--- src/rtl/music_pkg.sv ---
// Shared definitions for the play-command trigger: FSM encoding and song timing defaults.
package music_pkg;

    typedef enum logic [1:0] {
        ST_IDLE = 2'd0,
        ST_HOLD = 2'd1,
        ST_LOCK = 2'd2
    } state_t;

    localparam logic [7:0]  PLAY_CMD_DEFAULT = 8'h48;
    localparam logic [31:0] BEAT_CYCLES      = 32'd12_500_000;
    localparam logic [7:0]  SONG_BEATS       = 8'd71;
    localparam logic [31:0] LOCKOUT_DEFAULT  = 32'(BEAT_CYCLES * 32'(SONG_BEATS));

endpackage

--- src/rtl/music_trigger_cycle_timer.sv ---
// Loadable 32-bit down-counter shared by the HOLD and LOCK phases.
module cycle_timer (
    input  logic        clk,
    input  logic        reset,
    input  logic        load,
    input  logic [31:0] load_val,
    input  logic        run,
    output logic        done
);

    logic [31:0] count;

    always_ff @(posedge clk or posedge reset) begin
        if (reset) begin
            count <= 32'd0;
        end else if (load) begin
            count <= load_val;
        end else if (run && (count != 32'd0)) begin
            count <= count - 32'd1;
        end
    end

    assign done = run && (count == 32'd0);

endmodule

--- src/rtl/music_trigger.sv ---
// Turns play-command bytes into a stretched start level with a song-length lockout,
// one optional queued repeat and a saturating count of dropped requests.
//
//   state   | meaning
//   IDLE    | waiting for a play request
//   HOLD    | start held high for START_HOLD_CYCLES
//   LOCK    | remainder of the song, start low, busy high
module music_trigger
    import music_pkg::*;
#(
    parameter logic [7:0]  PLAY_CMD          = PLAY_CMD_DEFAULT,
    parameter logic [31:0] START_HOLD_CYCLES = 32'd25_000_000,
    parameter logic [31:0] LOCKOUT_CYCLES    = LOCKOUT_DEFAULT,
    parameter logic        QUEUE_EN          = 1'b1
) (
    input  logic       clk,
    input  logic       reset,
    input  logic       rx_valid,
    input  logic [7:0] rx_data,
    input  logic       enable,
    output logic       start,
    output logic       busy,
    output logic [7:0] dropped_cnt
);

    localparam logic [31:0] HOLD_LOAD = START_HOLD_CYCLES - 32'd1;
    localparam logic [31:0] LOCK_LOAD = LOCKOUT_CYCLES - START_HOLD_CYCLES - 32'd1;

    state_t      state, state_next;
    logic        pending, pending_next;
    logic        drop_inc;
    logic        tmr_load;
    logic [31:0] tmr_load_val;
    logic        tmr_done;
    logic        play;
    logic        can_queue;

    assign play      = rx_valid && (rx_data == PLAY_CMD);
    assign can_queue = QUEUE_EN && enable;

    cycle_timer u_timer (
        .clk      (clk),
        .reset    (reset),
        .load     (tmr_load),
        .load_val (tmr_load_val),
        .run      (state != ST_IDLE),
        .done     (tmr_done)
    );

    always_comb begin
        state_next   = state;
        pending_next = pending;
        drop_inc     = 1'b0;
        tmr_load     = 1'b0;
        tmr_load_val = 32'd0;

        case (state)
            ST_IDLE: begin
                if (play && enable) begin
                    state_next   = ST_HOLD;
                    tmr_load     = 1'b1;
                    tmr_load_val = HOLD_LOAD;
                end
            end

            ST_HOLD: begin
                if (play) begin
                    if (can_queue && !pending) pending_next = 1'b1;
                    else                       drop_inc     = 1'b1;
                end
                if (tmr_done) begin
                    state_next   = ST_LOCK;
                    tmr_load     = 1'b1;
                    tmr_load_val = LOCK_LOAD;
                end
            end

            ST_LOCK: begin
                if (tmr_done) begin
                    // A request landing on the terminal cycle is judged against the old pending.
                    pending_next = 1'b0;
                    if (enable && pending) begin
                        state_next   = ST_HOLD;
                        tmr_load     = 1'b1;
                        tmr_load_val = HOLD_LOAD;
                        drop_inc     = play;
                    end else if (play && can_queue) begin
                        state_next   = ST_HOLD;
                        tmr_load     = 1'b1;
                        tmr_load_val = HOLD_LOAD;
                    end else begin
                        state_next = ST_IDLE;
                        drop_inc   = play;
                    end
                end else if (play) begin
                    if (can_queue && !pending) pending_next = 1'b1;
                    else                       drop_inc     = 1'b1;
                end
            end

            default: begin
                state_next   = ST_IDLE;
                pending_next = 1'b0;
            end
        endcase
    end

    always_ff @(posedge clk or posedge reset) begin
        if (reset) begin
            state       <= ST_IDLE;
            pending     <= 1'b0;
            start       <= 1'b0;
            busy        <= 1'b0;
            dropped_cnt <= 8'd0;
        end else begin
            state   <= state_next;
            pending <= pending_next;
            start   <= (state_next == ST_HOLD);
            busy    <= (state_next != ST_IDLE);
            if (drop_inc && (dropped_cnt != 8'hFF)) begin
                dropped_cnt <= dropped_cnt + 8'd1;
            end
        end
    end

endmodule

--- config.mk ---
export PLATFORM = sky130hd
export DESIGN_NAME = music_trigger
export DESIGN_NICKNAME = d
export VERILOG_FILES = /design/src/rtl/music_pkg.sv /design/src/rtl/music_trigger_cycle_timer.sv /design/src/rtl/music_trigger.sv
export SDC_FILE = /design/constraint.sdc
export NUM_CORES = 1
export LEC_CHECK = 0
export CORE_ASPECT_RATIO = 1.75
export CORE_MARGIN = 8
export CORE_UTILIZATION = 50
export CTS_CLUSTER_DIAMETER = 100
export DETAILED_ROUTE_END_ITERATION = 6
export PLACE_DENSITY = 0.74
export SLEW_MARGIN = 20
export SYNTH_ARGS = -nofsm -noshare
export SYNTH_HDL_FRONTEND = slang
export SYNTH_SLANG_ARGS = --single-unit
export TNS_END_PERCENT = 30
--- constraint.sdc ---
create_clock -name clk -period 2 [get_ports clk]
set_input_delay 0.6 -clock clk [delete_from_list [all_inputs] [get_ports clk]]
set_output_delay 0.6 -clock clk [all_outputs]
set_load 0.005 [all_outputs]
==> run_results.csv <==
group,metric,value,unit
floorplanning,rows,36,
grt,grt_pass1_vias,3195,
floorplanning,die_w,73.2,µm
yosys,synth_edf_count,0,
cts,path_clk_slew,0.10,ns
sta,tightest_slew,0.362,ns
detailed_routing,drt-initial-drc-count,185,
detailed_routing,first_pass_iters,7,
placed_design,dp_hpwl,6430,µm
detailed_routing,finalWirelength,9420,µm
yosys,synth.largest_area_cell,"dfrtp_1",
worst_setup_path,critPathBufInv,1,
grt,grt_max_degree,46,
sta,fin_worst_skew,0.00958,ns
worst_setup_path,cp_cell_sequence,"or4_4 -> nor4_4 -> a31oi_1 -> buf_4 -> and3_1 -> o21ai_2 -> o21a_1",
detailed_routing,post-route-drc-count,0,
cts,cts_root_buffer,"clkbuf_8",
sta,final.min_clock_period,2.29,ns
yosys,synthesis.area,2860,µm²
hold_path,hold_class,"reg2reg",
worst_setup_path,reg2reg_depth,7,
yosys,synth.distinct_cells,59,
floorplanning,boundaryPins,22,
pwr,peakVddDrop,0.485,mV
yosys,post_synth.cell_area_avg,9.37,µm²
yosys,synthTopCellsByArea,"dfrtp_1, xnor2_1, nor2_1, a21oi_1, ha_1",
status,failed_checks,"setup timing",
detailed_routing,via_count,2969,
yosys,synth_seq_cells,45,
sta,rsz0062_at_grt,"true",
yosys,synth.most_common_cell,"dfrtp_1",
sta,fin_crit_sh,1.14,
sta,timing.final.ws_setup,-0.289,ns
worst_setup_path,crit_arrival,2.54,ns
worst_setup_path,startpoint_type,"flip-flop",
pwr,pwr-share-seq,0.470,
sta,final_hold_viol_count,0,
worst_setup_path,cpPeakStageDelay,0.61,ns
pwr,power_leakage,1.81,nW
grt,grt_pass1_wl,15500,µm
pwr,clkPwrFrac,0.253,
sta,slew_viol_final,0,
worst_setup_path,timing.rr.start,"u_timer.count[18]",
grt,antenna_found_initial,0,
final_layout,syn2layout_area_growth,47.9,%
cts,cts_sinks,45,
cts,cts_buffer_depth,2,
placed_design,port_buffers,21,
pwr,power_density,577,nW/µm²
yosys,seq_area_frac_synth,0.394,
yosys,yosys.area.top_type_share,0.394,
floorplanning,core-area,5540,µm²
pwr,power.internal,1.64,mW
detailed_routing,viasPerCell,5.94,
worst_setup_path,worstPathRequired,2.25,ns
cts,htree_levels,2,
yosys,yosysWarningCount,0,
worst_setup_path,r2r-end,"u_timer.count[14]",
yosys,yosys_most_used_dff,"dfrtp_1",
cts,clock_latency,0.32,ns
final_layout,diodes,0,
yosys,synthArstFlopShare,1.00,
cts,postCtsHoldBufs,0,
sta,finalSetupViolCount,36,
worst_setup_path,setup.worst_path.class,"reg2reg",
yosys,synth_common_cells,"dfrtp_1, nor2_1, a21oi_1, nand2_1, xnor2_1",
placed_design,place.gp.congestion,0.958,
floorplanning,dieArea,8490,µm²
worst_setup_path,cp_max_fo,13,
yosys,synth_nets,324,
detailed_routing,ant_nets,0,
status,status,"finished, violations left",
grt,gr-total-overflow,0,
worst_setup_path,crit_end,"u_timer.count[14]",
pwr,switching_power,0.797,mW
cts,numCtsBuffers,5,
cts,cts_tree,"yes",
worst_setup_path,cpMaxStageDelayCell,"or4_4",
worst_setup_path,crit_start,"u_timer.count[18]",
sta,relSlewSlack,0.757,
flow_run,cap_violations,0,
pwr,p_comb_frac,0.277,
floorplanning,die_h,116,µm
placed_design,placed_area,3800,µm²
pwr,swShare,0.327,
floorplanning,start_util,0.516,
yosys,synth_cells,305,
detailed_routing,wl_per_cell,18.8,µm
sta,max_freq,437,MHz
worst_setup_path,reg2reg_setup_slack,-0.29,ns
worst_setup_path,cp_top_family,"simple AND/OR/NAND/NOR gates",
grt,track_usage,0.239,
final_layout,nNetsFinal,442,
worst_setup_path,end_kind,"flip-flop",
pwr,power.total,2.44,mW
worst_setup_path,cp_num_cells,7,
final_layout,drive_gt1_frac,0.380,
final_layout,fin_area,4230,µm²
[timing repair]
action | CTS | global route
setup buffers | 9 | 2
gates cloned | 1 | 0
resized for setup | 47 | 6
endpoints found under the setup margin | 45 | 43
pin swaps | 16 | 9
[worst register-to-register path, cell delays in order, from the launching register on]
cell,delay (ns)
dfrtp_1,0.43
or4_4,0.61
nor4_4,0.34
a31oi_1,0.16
buf_4,0.22
and3_1,0.19
o21ai_2,0.13
o21a_1,0.14
[layout by cell type (no fill, tap or decap), types with 10 or more instances in the layout]
cell type        instances
nand3_1                 16
nand2_1                 19
nor2_1                  34
xnor2_1                 17
clkdlybuf4s50_1         18
inv_1                   10
a21oi_1                 17
buf_4                   89
dfrtp_1                 45
nor3_1                  12
[sequential cells by signal, summed over array words and instances (netlist names)]
signal / cells
busy: 1
dropped_cnt: 8
pending: 1
start: 1
state: 2
u_timer.count: 32
[layout make-up]
class / instances / area (µm²)
Clock buffer: 5 / 68.8
Clock inverter: 3 / 26.3
Fill cell: 369 / 1320
Inverter: 11 / 41.3
Multi-Input combinational cell: 238 / 1830
Sequential cell: 45 / 1130
Tap cell: 76 / 95.1
Timing Repair Buffer: 122 / 1040
[per-stage QoR]
step            util  hold slack, ns  TNS (ns)  setup WS (ns)  std cells
6_report       0.763           0.502     -6.85         -0.289        500
5_1_grt        0.763           0.537     -9.68         -0.357        500
4_1_cts        0.755           0.501     -4.85         -0.215        498
3_5_place_dp   0.686           0.483    -21.17         -0.655        480
3_3_place_gp   0.686           0.479    -18.66         -0.534        480
2_1_floorplan      -           0.484     -1.34         -0.134        305
[how the worst min path moves through the flow]
stage	start	end	slack (ns)	depth (start not counted)
finish	dropped_cnt[7]	dropped_cnt[7]	0.50	1
global route	dropped_cnt[7]	dropped_cnt[7]	0.54	1
CTS	dropped_cnt[7]	dropped_cnt[7]	0.50	1
detailed placement	dropped_cnt[7]	dropped_cnt[7]	0.48	1
global placement	dropped_cnt[7]	dropped_cnt[7]	0.48	1
floorplan	dropped_cnt[7]	dropped_cnt[7]	0.48	1
[layer usage]
metal | vias to the layer above | track usage | part of all wire
li1 | 1355 | - | -
met1 | 1408 | 0.225 | 0.34
met5 | - | 0 | 0
met3 | 53 | 0.0615 | 0.063
met2 | 153 | 0.433 | 0.53
met4 | 0 | 0.167 | 0.062
[power groups by stage]
stage,Combinational [mW],Sequential (mW),Clock (mW)
2_1_floorplan,0.219,1.17,0
3_3_place_gp,0.560,1.16,0
3_5_place_dp,0.584,1.16,0
4_1_cts,0.664,1.14,0.620
5_1_grt,0.740,1.16,0.653
6_report,0.675,1.14,0.617
[kinds of logic after synthesis]
logic type	Yosys count	share of synthesized area
multiplexers	1	0.00394
buffers and inverters	22	0.0403
flip-flops	45	0.394
AND/OR/NAND/NOR	149	0.317
adder cells (fa/ha/maj)	7	0.0306
XOR/XNOR	24	0.0736
AO/OA/AOI/OAI	57	0.141
Power figures use the tool's default switching activity.
